### src/rtl/fir_seq_pkg.sv
// Shared types and constants for the FIR job sequencer.
// Latency: n/a (declarations only).
// Backpressure: n/a.
package fir_seq_pkg;

    typedef enum logic [2:0] {
        S_IDLE      = 3'd0,
        S_LOAD_COEF = 3'd1,
        S_LOAD_SAMP = 3'd2,
        S_FLUSH     = 3'd3,
        S_START     = 3'd4,
        S_RUN       = 3'd5,
        S_DONE      = 3'd6
    } state_t;

    localparam logic [4:0] DEF_COEF_BASE   = 5'd10;
    localparam logic [4:0] DEF_SAMPLE_BASE = 5'd18;
    localparam int         CYCLE_W         = 16;
    // Wide enough to hold tap indices 0..7
    localparam int         TAP_CNT_W       = 4;

    // True when [a, a+n) and [b, b+n) share no register index
    function automatic bit ranges_disjoint(input int a, input int b, input int n);
        return (a + n <= b) || (b + n <= a);
    endfunction

endpackage

### src/rtl/fir_seq_load_ctr.sv
// Tap counter, coefficient/sample phase flag and register-file write address.
// Latency: address and end flags are combinational from the registered counter.
// Backpressure: advances only on an accepted load word (xfer).
module fir_seq_load_ctr
    import fir_seq_pkg::*;
#(
    parameter int         NUM_TAPS    = 4,
    parameter logic [4:0] COEF_BASE   = DEF_COEF_BASE,
    parameter logic [4:0] SAMPLE_BASE = DEF_SAMPLE_BASE
) (
    input  logic       clock,
    input  logic       reset,
    input  logic       clear,
    input  logic       xfer,
    output logic [4:0] waddr,
    output logic       coef_end,
    output logic       samp_end
);

    logic [TAP_CNT_W-1:0] tap_cnt;
    logic                 samp_phase;
    logic                 last_tap;

    assign last_tap = (tap_cnt == TAP_CNT_W'(NUM_TAPS - 1));
    assign coef_end = xfer & ~samp_phase & last_tap;
    assign samp_end = xfer &  samp_phase & last_tap;
    assign waddr    = (samp_phase ? SAMPLE_BASE : COEF_BASE) + 5'(tap_cnt);

    // Count accepted words; the wrap at the last coefficient switches to samples
    always_ff @(posedge clock) begin
        if (!reset || clear) begin
            tap_cnt    <= '0;
            samp_phase <= 1'b0;
        end else if (xfer) begin
            if (last_tap) begin
                tap_cnt    <= '0;
                samp_phase <= 1'b1;
            end else begin
                tap_cnt <= tap_cnt + TAP_CNT_W'(1);
            end
        end
    end

endmodule

### src/rtl/fir_core_sequencer.sv
// Loads FIR coefficients/samples into the core register file, launches the core, times the run.
// Latency: load word -> RF write 1 cycle; fir_start 2*NUM_TAPS+2 cycles after job_start with no stall.
// Backpressure: ld_ready high only in the load states; ld_valid gaps simply stretch the load phase.
// Optional feature macro: FIR_SEQ_TIMEOUT_EN (RUN aborts after TIMEOUT_CYCLES without a fir_done edge).
module fir_core_sequencer
    import fir_seq_pkg::*;
#(
    parameter int         NUM_TAPS       = 4,
    parameter logic [4:0] COEF_BASE      = DEF_COEF_BASE,
    parameter logic [4:0] SAMPLE_BASE    = DEF_SAMPLE_BASE,
    parameter int         TIMEOUT_CYCLES = 1024
) (
    input  logic        clock,
    input  logic        reset,
    input  logic        job_start,
    output logic        busy,
    input  logic        ld_valid,
    output logic        ld_ready,
    input  logic [31:0] ld_data,
    output logic        fir_rf_we,
    output logic [4:0]  fir_rf_waddr,
    output logic [31:0] fir_rf_wdata,
    output logic        fir_start,
    input  logic        fir_done,
    output logic        job_done,
    output logic        job_timeout,
    output logic [15:0] cycle_count
);

    // Parameter sanity checks at elaboration
    if (NUM_TAPS < 1 || NUM_TAPS > 8) begin : g_bad_taps
        $error("NUM_TAPS must be in 1..8");
    end
    if (COEF_BASE == 5'd0 || SAMPLE_BASE == 5'd0) begin : g_bad_base
        $error("register index 0 cannot be a coefficient or sample base");
    end
    if (int'(SAMPLE_BASE) + NUM_TAPS > 32 || int'(COEF_BASE) + NUM_TAPS > 32) begin : g_bad_range
        $error("coefficient/sample range runs past register 31");
    end
    if (!ranges_disjoint(int'(COEF_BASE), int'(SAMPLE_BASE), NUM_TAPS)) begin : g_overlap
        $error("coefficient and sample ranges overlap");
    end
    if (TIMEOUT_CYCLES < 1 || TIMEOUT_CYCLES > 65535) begin : g_bad_timeout
        $error("TIMEOUT_CYCLES must fit the run counter");
    end

    state_t             state;
    logic [CYCLE_W-1:0] run_ctr;
    logic               done_prev;
    logic               fir_rise;
    logic               xfer;
    logic               ctr_clear;
    logic [4:0]         ctr_waddr;
    logic               coef_end;
    logic               samp_end;

    assign xfer      = ld_valid & ld_ready;
    assign ctr_clear = (state == S_IDLE) & job_start;
    assign fir_rise  = fir_done & ~done_prev;

    fir_seq_load_ctr #(
        .NUM_TAPS    (NUM_TAPS),
        .COEF_BASE   (COEF_BASE),
        .SAMPLE_BASE (SAMPLE_BASE)
    ) u_load_ctr (
        .clock    (clock),
        .reset    (reset),
        .clear    (ctr_clear),
        .xfer     (xfer),
        .waddr    (ctr_waddr),
        .coef_end (coef_end),
        .samp_end (samp_end)
    );

    // Previous-cycle fir_done sample, taken every cycle so a level left over
    // from an earlier job never looks like a fresh completion edge
    always_ff @(posedge clock) begin
        done_prev <= fir_done;
    end

`ifdef FIR_SEQ_TIMEOUT_EN
    logic job_timeout_r;
    assign job_timeout = job_timeout_r;
`else
    assign job_timeout = 1'b0;
`endif

    // Job FSM with registered handshake, RF write and status outputs
    always_ff @(posedge clock) begin
        if (!reset) begin
            state         <= S_IDLE;
            busy          <= 1'b0;
            ld_ready      <= 1'b0;
            fir_rf_we     <= 1'b0;
            fir_rf_waddr  <= 5'd0;
            fir_rf_wdata  <= 32'd0;
            fir_start     <= 1'b0;
            job_done      <= 1'b0;
            cycle_count   <= '0;
            run_ctr       <= '0;
`ifdef FIR_SEQ_TIMEOUT_EN
            job_timeout_r <= 1'b0;
`endif
        end else begin
            fir_rf_we <= 1'b0;
            fir_start <= 1'b0;
            job_done  <= 1'b0;
`ifdef FIR_SEQ_TIMEOUT_EN
            job_timeout_r <= 1'b0;
`endif
            // ld_ready is only high in the load states, so xfer implies one
            if (xfer) begin
                fir_rf_we    <= 1'b1;
                fir_rf_waddr <= ctr_waddr;
                fir_rf_wdata <= ld_data;
            end

            case (state)
                S_IDLE: begin
                    if (job_start) begin
                        state    <= S_LOAD_COEF;
                        busy     <= 1'b1;
                        ld_ready <= 1'b1;
                    end
                end
                S_LOAD_COEF: begin
                    if (coef_end) begin
                        state <= S_LOAD_SAMP;
                    end
                end
                S_LOAD_SAMP: begin
                    if (samp_end) begin
                        state    <= S_FLUSH;
                        ld_ready <= 1'b0;
                    end
                end
                S_FLUSH: begin
                    // Last RF write is on the bus this cycle; launch next
                    state     <= S_START;
                    fir_start <= 1'b1;
                    run_ctr   <= '0;
                end
                S_START: begin
                    state <= S_RUN;
                end
                S_RUN: begin
                    if (fir_rise) begin
                        state       <= S_DONE;
                        job_done    <= 1'b1;
                        cycle_count <= run_ctr;
                    end
`ifdef FIR_SEQ_TIMEOUT_EN
                    else if (run_ctr == CYCLE_W'(TIMEOUT_CYCLES)) begin
                        state         <= S_DONE;
                        job_done      <= 1'b1;
                        job_timeout_r <= 1'b1;
                        cycle_count   <= run_ctr;
                    end
`endif
                    else if (run_ctr != {CYCLE_W{1'b1}}) begin
                        run_ctr <= run_ctr + CYCLE_W'(1);
                    end
                end
                S_DONE: begin
                    state <= S_IDLE;
                    busy  <= 1'b0;
                end
                default: begin
                    state    <= S_IDLE;
                    busy     <= 1'b0;
                    ld_ready <= 1'b0;
                end
            endcase
        end
    end

endmodule

### config.mk
export PLATFORM = sky130hd
export DESIGN_NAME = fir_core_sequencer
export DESIGN_NICKNAME = d
export VERILOG_FILES = /design/src/rtl/fir_seq_pkg.sv /design/src/rtl/fir_seq_load_ctr.sv /design/src/rtl/fir_core_sequencer.sv
export SDC_FILE = /design/constraint.sdc
export NUM_CORES = 1
export LEC_CHECK = 0
export ABC_AREA = 1
export CORE_ASPECT_RATIO = 1.25
export CORE_UTILIZATION = 30
export DETAILED_ROUTE_END_ITERATION = 10
export HOLD_SLACK_MARGIN = 0.15
export RECOVER_POWER = 25
export SETUP_SLACK_MARGIN = 0.1
export SYNTH_ARGS = -nofsm -noshare
export SYNTH_HDL_FRONTEND = slang
export SYNTH_SLANG_ARGS = --single-unit
### constraint.sdc
create_clock -name clock -period 4.5 [get_ports clock]
set_input_delay 0.45 -clock clock [delete_from_list [all_inputs] [get_ports clock]]
set_output_delay 0.45 -clock clock [all_outputs]
set_load 0.02 [all_outputs]
; Word-level counts from Yosys, hierarchy flattened
; Cells that the tools add are included.
[word_totals]
input_bits = 37
out_inout_bits = 59
regBits = 83
[op_classes]
n_addsub = 3
reduce_logical = 13
n_mux = 17
n_eq_ne = 14
bitwise_logic = 11
[op_table]
columns = op, count
row1 = 16-bit two-way mux, 2
row2 = 16-bit case mux with 2 select lines, 1
row3 = 3-bit case mux with 6 select lines, 1
row4 = 16-bit by 1-bit adder with 16-bit output (second input constant), 1
row5 = 16-bit != test (second input constant), 1
row6 = 3-bit two-way mux, 4
row7 = 2-bit != test (second input constant), 6
row8 = 5-bit OR reduction, 2
row9 = 3-bit equality test (second input constant), 3
row10 = 2-bit AND reduction, 4
row11 = 1-bit bitwise AND, 7
row12 = 3-bit by 2-bit equality test with 1-bit output (second input constant), 2
row13 = 3-bit AND reduction, 2
row14 = 5-bit by 4-bit adder with 5-bit output, 1
row15 = 1-bit two-way mux, 5
row16 = 5-bit two-way mux, 1
row17 = 4-bit by 1-bit adder with 4-bit output (second input constant), 1
row18 = 4-bit by 2-bit equality test with 1-bit output (second input constant), 1
row19 = 4-bit two-way mux, 1
row20 = 1-bit NOT, 4
row21 = 4-bit AND reduction, 1
row22 = 3-bit by 1-bit equality test with 1-bit output (second input constant), 1
row23 = 3-bit logical NOT, 1
row24 = 1-bit case mux with 3 select lines, 1
row25 = other kinds (4), 4

; Longest topological paths before layout
; Gate-level depths: netlist of the first run.
[logic_depth]
word_depth = 5
ltp_mapped = 10

; By module
; A second synthesis of the first run with hierarchy kept.
[hier_totals]
hier_cells = 531
area_unflattened_um2 = 3713.6
[by_module_without_submodules]
columns = mod, cells_each, n_inst, seq_area_each_um2, area_each_um2
row1 = fir_core_sequencer, 486, 1, 1561.5, 3395.8
row2 = fir_seq_load_ctr, 45, 1, 100.1, 317.8

; Worst setup path after synthesis of the first run
; No wires, ideal clock.
[synth_path]
path_kind = reg-to-reg
from = register run_ctr[0]
to = register run_ctr[10]
setup_ps = 115
arrival_time_ps = 1370
path_slack_ps = 3015
period_less_slack_ps = 1485
path_buffers = 1
stages_incl_launch_ff = 10
cell_sequence = dfxtp_1 -> ha_1 -> nand2_1 -> nor2_2 -> nand2_2 -> o21ai_2 -> nand2_4 -> buf_6 -> a21oi_1 -> nor2_1
[synth_via]
elab_chain_cells = 4
elab_cells_between_ends = 7
cone_classes = 1 x add/sub / 2 x eq/ne / 3 x mux / 1 x reduce/logical
[synth_lines]
columns = item, line
row1 = start: declaration, fir_core_sequencer.sv:48  ; logic [CYCLE_W-1:0] run_ctr;
row2 = start signal: assignment, fir_core_sequencer.sv:161  ; run_ctr <= run_ctr + CYCLE_W'(1);
row3 = 16-bit by 1-bit adder with 16-bit output, fir_core_sequencer.sv:161
row4 = 16-bit two-way mux, fir_core_sequencer.sv:160  ; else if (run_ctr != {CYCLE_W{1'b1}}) begin
row5 = 16-bit two-way mux, fir_core_sequencer.sv:147  ; if (fir_rise) begin
row6 = 16-bit case mux with 2 select lines, fir_core_sequencer.sv:118  ; case (state)
; Several ways; a longest one is shown, not always the timed one. The select of a mux whose other input is x is not followed.
; A chain may end at the register's enable or synchronous reset.

; Worst setup path after layout of the first run
[layout_path]
from = input port ld_valid
to = register u_load_ctr.tap_cnt[3]
[layout_via]
elab_chain_cells = 1
[layout_lines]
columns = item, line
row1 = start: declaration, fir_core_sequencer.sv:17  ; input logic ld_valid,
row2 = 1-bit bitwise AND, fir_core_sequencer.sv:57  ; assign xfer = ld_valid & ld_ready;
row3 = end signal: assignment, fir_seq_load_ctr.sv:39  ; tap_cnt <= tap_cnt + TAP_CNT_W'(1);
row4 = end: declaration, fir_seq_load_ctr.sv:20  ; logic [TAP_CNT_W-1:0] tap_cnt;
; No other way between the ends.

==> run_results.csv, run 1 <==
group,metric,value,unit
finish,area_growth,34.80,%
finish,post-route-util,41.82,%
worst_hold_path,hp-start,"busy$_SDFFE_PN0P_",
logic_synthesis,synth_nets,532,
floorplan,start_util,31.02,%
critical_path,crit_start,"ld_valid",
sta,skew,0.005917,ns
sta,report.final.slew_viol_count,0,
clock_network,clk_latency,0.34,ns
worst_hold_path,hold_path.class,"flop to flop",
critical_path,cp_top_family,"buffers and inverters",
pwr,ir_drop,0.1965,mV
critical_path,crit_fanout,42,
clock_network,cts_hold_buffers,0,
logic_synthesis,synth_seq_area_share,45.89,%
pwr,seq_power_share,42.3,%
finish,instances_no_fill,739,
clock_network,root_buffer,"clkbuf_16",
pwr,power_density,432.2,nW/um^2
critical_path,path_cells,"clkdlybuf4s50_1, nand2_1, clkbuf_1, inv_2, nand2_1, inv_1, nand2_1, xor2_1, nor2_1",
critical_path,r2r_end,"u_load_ctr.tap_cnt[3]$_SDFFE_PP0N_",
global_routing,grt_start_max_net_pins,66,
floorplan,die_width,100.3,um
logic_synthesis,synth.distinct_cells,33,
logic_synthesis,synth_warnings,0,
pwr,p_leak,1.880,nW
drt,remaining_drc_errors,0,
run,max_cap_viol_count,0,
clock_network,numCtsBuffers,9,
critical_path,cp-end-kind,"flop",
global_routing,grt_usage,15.16,%
floorplan,ioPinCount,96,
clock_network,post-cts-setup-buffer-count,0,
finish,final_layout_size_suffix_gt1_share,7.439,%
pwr,comb_power_share,24.9,%
logic_synthesis,syn_area,3621,sq um
finish,n_antenna_cell,0,
critical_path,worstPathArrival,3.10,ns
critical_path,crit_slowest_cell,"clkbuf_1",
pwr,power.switching,686.5,uW
floorplan,die_y,124.8,um
drt,via_count,3340,
placement,dp_cells,723,
critical_path,regToRegSetupSlack,1.83,ns
global_routing,grt_pass1_wl,15.04,mm
clock_network,cts.sinks,83,
sta,period_minus_slack,2.863,ns
critical_path,ff2ff_path_depth,8,
worst_hold_path,whs_path_depth,2,
drt,wl_per_cell,12.36,um
sta,tightest_slew,1.361,ns
clock_network,post_cts_resize_count,0,
sta,fmax,0.3493,GHz
placement,routabilityCongestion,0.8156,
clock_network,htree_levels,3,
pwr,intPower,1.423,mW
drt,drtPass1Iterations,4,
critical_path,max_stage_delay,0.98,ns
pwr,clock_power_share,32.8,%
logic_synthesis,ys_ff_latch,83,
sta,slew_headroom,9.296,%
pwr,switching_share,32.54,%
floorplan,core-area,11670,sq um
critical_path,cp-start-kind,"input port",
critical_path,path_class,"input port to flop",
finish,final_common_cell,"nor2_1",
drt,wl,9.133,mm
critical_path,crit_buf_inv,4,
run_status,outcome,"complete, no violations",
worst_hold_path,min_to,"busy$_SDFFE_PN0P_",
placement,pre_cts_ws,2.123,ns
sta,rsz0062_at_grt,"no",
global_routing,overflow,0,
drt,final_antenna_net_count,0,
critical_path,crit_required,4.74,ns
clock_network,cts_tree,"done",
clock_network,clk_pin_slew,0.06,ns
sta,postLayoutSetupSlackWorst,1.637,ns
finish,layout.nets,614,
logic_synthesis,synth_area_per_cell,7.375,sq um
placement,port_buffers,94,
logic_synthesis,synthCells,491,
critical_path,r2r_start,"ld_ready$_SDFFE_PN0P_",
sta,finalSetupViolCount,0,
drt,drt_iter0_drc,151,
drt,drt-vias-per-instance,4.520,
sta,period_share,63.62,%
pwr,finalPower,2.110,mW
floorplan,die-area,12520,sq um
sta,fin_setup_tns,0,ns
clock_network,clockBufferDepth,2,
global_routing,grt_pass1_vias,3240,
placement,place_hpwl,6.293,mm
sta,hold_violations,0,
critical_path,cp_common_cell,"nand2_1",
finish,layout.cells.most_common_list,"nor2_1 (111), dfxtp_1 (83), nand2_1 (69), clkdlybuf4s50_1 (67), o21ai_0 (58)",
floorplan,rows,44,
global_routing,grt_antenna_before_repair,0,
[power by group through the flow]
stage / registers [mW] / clock network [mW] / logic [mW]
finish: 0.893 / 0.691 / 0.525
global route: 0.906 / 0.735 / 0.588
CTS: 0.894 / 0.709 / 0.539
detailed placement: 0.909 / 0 / 0.536
global placement: 0.907 / 0 / 0.531
floorplan: 0.970 / 0 / 0.278
[cell type report]
cell class / count / area, sq um
clock buffers: 9 / 225.2
clock inverters: 7 / 53.80
fillers: 1258 / 6790
inverters: 33 / 128.9
multi-input cells: 350 / 1663
flip-flops and latches: 83 / 1662
well taps: 161 / 201.4
repair buffers: 96 / 947.2
[cells in the mapped netlist]
cell      count  area, sq um
a22oi_1       1        7.510
buf_1         1        3.750
a21oi_1      40        200.2
dfxtp_1      83         1662
nand2_1      69        259.0
xnor2_1       1        8.760
inv_1        28        105.1
inv_6         1        8.760
nor2_1      111        416.7
nand3_2       5        50.05
o21ai_1       1        5.000
nand4_1       6        37.54
buf_8         1        15.01
clkbuf_1     13        48.80
nand2_4       2        22.52
nand3b_1      1        7.510
ha_1          4        50.05
conb_1        1        3.750
nand2_2       5        31.28
buf_6         5        56.30
nor2_4        4        45.04
buf_4         4        30.03
a211oi_1      1        7.510
clkbuf_8      1        13.76
xor2_1        2        17.52
inv_2         4        15.01
nor3b_1       1        7.510
o21ai_2       1        8.760
nand3_1      30        150.1
nor2_2        2        12.51
o21ai_0      58        290.3
a31o_2        1        8.760
nor3_1        3        15.01
[stage by stage]
| stage | hold WS (ns) | cell area (sq um) |
|---|---|---|
| 6_report | 0.4670 | 4881 |
| 5_1_grt | 0.5066 | 4881 |
| 4_1_cts | 0.4742 | 4885 |
| 3_5_place_dp | 0.4640 | 4606 |
| 3_3_place_gp | 0.4616 | 4606 |
| 2_1_floorplan | 0.4653 | 3621 |
[sequential cells by signal, indices dropped and copies added, names as in the netlist]
signal                 flops
fir_rf_wdata              32
cycle_count               16
run_ctr                   16
fir_rf_waddr               5
u_load_ctr.tap_cnt         4
state                      3
busy                       1
done_prev                  1
fir_rf_we                  1
fir_start                  1
job_done                   1
ld_ready                   1
u_load_ctr.samp_phase      1
[cells by family (layout without fill, tap and decap cells)]
family,Yosys count,in the layout,share of synthesized area [%]
compound gates,103,103,14.58
xor+xnor,3,3,0.7258
fa+ha+maj,4,4,1.382
buf+inv,58,145,8.189
flops,83,83,45.89
other cells,1,1,0.1036
simple gates,239,239,29.13
[tightest hold or removal path, delay by kind of cell (launching register included)]
kind	cells	cell delay [ns]
AND/OR/NAND/NOR	1	0.06
flip-flops	1	0.31
AO/OA/AOI/OAI	1	0.05
[metal layers]
layer / GRT usage, % / vias to the layer above / part of all wire (%)
met5: 0 / - / 0
met4: 7.332 / 0 / 1.8
met3: 6.004 / 14 / 9.4
met2: 24.58 / 123 / 48
met1: 17.16 / 1448 / 41
li1: - / 1755 / -
[worst max path at each step]
stage / depth (start not counted) / to
4_1_cts: 8 / run_ctr[3]$_SDFFE_PN0P_
5_1_grt: 9 / u_load_ctr.tap_cnt[3]$_SDFFE_PP0N_
3_5_place_dp: 9 / run_ctr[3]$_SDFFE_PN0P_
6_report: 9 / u_load_ctr.tap_cnt[3]$_SDFFE_PP0N_
3_3_place_gp: 9 / u_load_ctr.tap_cnt[3]$_SDFFE_PP0N_
2_1_floorplan: 9 / run_ctr[10]$_SDFFE_PN0P_
Power figures use the tool's default switching activity.
==> inputs of run 2 (changes only) <==
clock period = 2.33 ns   (was 4.5 ns; I/O delays follow)
==> run_results.csv, run 2 (synthesized netlist as in run 1, its figures left out) <==
group,metric,value,unit
run_status,outcome,"complete, no violations",
sta,finalSetupViolCount,0,
finish,n_antenna_cell,0,
pwr,ir_drop,0.3433,mV
finish,layout.nets,617,
sta,slew_headroom,15.17,%
drt,wl_per_cell,12.00,um
critical_path,path_class,"flop to flop",
finish,final_layout_size_suffix_gt1_share,7.573,%
drt,drt_iter0_drc,111,
critical_path,worstPathArrival,2.11,ns
clock_network,cts_tree,"done",
global_routing,grt_start_max_net_pins,41,
clock_network,post-cts-setup-buffer-count,0,
pwr,seq_power_share,41.5,%
floorplan,start_util,31.02,%
clock_network,root_buffer,"clkbuf_16",
sta,report.final.slew_viol_count,0,
finish,regMostFlops,"fir_rf_wdata",
finish,multi_input_area,1663,sq um
clock_network,cts.sinks,83,
sta,hold_violations,0,
sta,period_share,79.01,%
pwr,clock_power_share,33.6,%
critical_path,cp-start-kind,"flop",
clock_network,htree_levels,3,
critical_path,crit_required,2.60,ns
drt,via_count,3331,
sta,fmax,0.5432,GHz
global_routing,grt_usage,14.88,%
finish,seq_area,1662,sq um
drt,remaining_drc_errors,0,
placement,routabilityCongestion,0.8161,
sta,tightest_slew,1.272,ns
floorplan,rows,44,
clock_network,post_cts_resize_count,0,
clock_network,cts_hold_buffers,0,
worst_hold_path,whs_path_depth,3,
drt,drtPass1Iterations,5,
critical_path,crit_fanout,35,
sta,period_minus_slack,1.841,ns
floorplan,die_width,100.3,um
drt,final_antenna_net_count,0,
pwr,comb_power_share,24.8,%
finish,reg_top3,"fir_rf_wdata (32), cycle_count (16), run_ctr (16)",
critical_path,ff2ff_path_depth,4,
placement,place_hpwl,6.386,mm
critical_path,cp-end-kind,"flop",
floorplan,ioPinCount,96,
sta,fin_setup_tns,0,ns
sta,rsz0062_at_grt,"no",
floorplan,core-area,11670,sq um
global_routing,overflow,0,
pwr,switching_share,31.11,%
global_routing,grt_antenna_before_repair,0,
drt,wl,8.903,mm
finish,area_growth,35.83,%
pwr,intPower,2.862,mW
pwr,power.switching,1.293,mW
finish,n_fill_cell,1235,
clock_network,clk_pin_slew,0.06,ns
floorplan,die_y,124.8,um
pwr,p_leak,1.818,nW
worst_hold_path,hold_path.class,"input port to flop",
floorplan,die-area,12520,sq um
finish,layout.cells.most_common_list,"nor2_1 (111), clkdlybuf4s50_1 (92), dfxtp_1 (83), nand2_1 (69), o21ai_0 (58)",
finish,instances_no_fill,742,
pwr,power_density,844.8,nW/um^2
global_routing,grt_pass1_vias,3200,
global_routing,grt_pass1_wl,14.83,mm
run,max_cap_viol_count,0,
clock_network,clockBufferDepth,2,
drt,drt-vias-per-instance,4.489,
finish,final_common_cell,"nor2_1",
finish,largest_reg_flops,32,
clock_network,numCtsBuffers,9,
placement,port_buffers,94,
placement,dp_cells,726,
sta,skew,0.008258,ns
clock_network,clk_latency,0.34,ns
## run 2: power by group through the flow
stage	clock [mW]	sequential [mW]	combinational, mW
floorplan	0	1.87	0.538
global placement	0	1.75	1.04
detailed placement	0	1.75	1.04
CTS	1.43	1.73	1.05
global route	1.49	1.75	1.16
finish	1.40	1.73	1.03
## run 2: worst paths after layout
kind,start,to,slack [ns]
hold / removal,reset,state[1]$_SDFFE_PN0P_,0.42
setup / recovery,ld_ready$_SDFFE_PN0P_,fir_rf_wdata[16]$_SDFFE_PN0N_,0.49
hold reg to reg,fir_rf_waddr[0]$_SDFFE_PN0N_,fir_rf_waddr[0]$_SDFFE_PN0N_,0.47
setup reg to reg,ld_ready$_SDFFE_PN0P_,fir_rf_wdata[16]$_SDFFE_PN0N_,0.49
## run 2: per-layer routing
metal	vias to the layer above	part of all wire, %	global-route usage (%)
met3	8	8.6	5.836
met2	106	47	25.10
met1	1454	43	16.87
met4	0	1.4	5.115
li1	1763	-	-
met5	-	0	0
## run 2: metrics by stage
| stage | util [%] | area, sq um | total power [mW] | hold WS, ns | worst slack, ns |
|---|---|---|---|---|---|
| after floorplan | - | 3621 | 2.412 | 0.2607 | 0.8450 |
| after global placement | 39.65 | 4628 | 2.782 | 0.4581 | 0.5055 |
| after detailed placement | 39.65 | 4628 | 2.796 | 0.4636 | 0.4427 |
| after CTS | 42.17 | 4922 | 4.205 | 0.3739 | 0.4651 |
| after global routing | 42.14 | 4918 | 4.403 | 0.4776 | 0.1802 |
| final | 42.14 | 4918 | 4.155 | 0.4233 | 0.4890 |
## run 2: layout make-up
class                      count  area share [%]
clock inverter                 7           1.399
multi-input combinational    350           33.81
inverter                      33           2.620
tap                          161           4.096
timing repair buffer          99           19.72
sequential                    83           33.78
clock buffer                   9           4.579
## run 2: worst max-delay path, cell delays in order, from the launching register on
cell      delay [ns]
dfxtp_1         0.32
nand2_1         0.11
clkbuf_1        0.95
o21ai_0         0.23
nor2_1          0.14
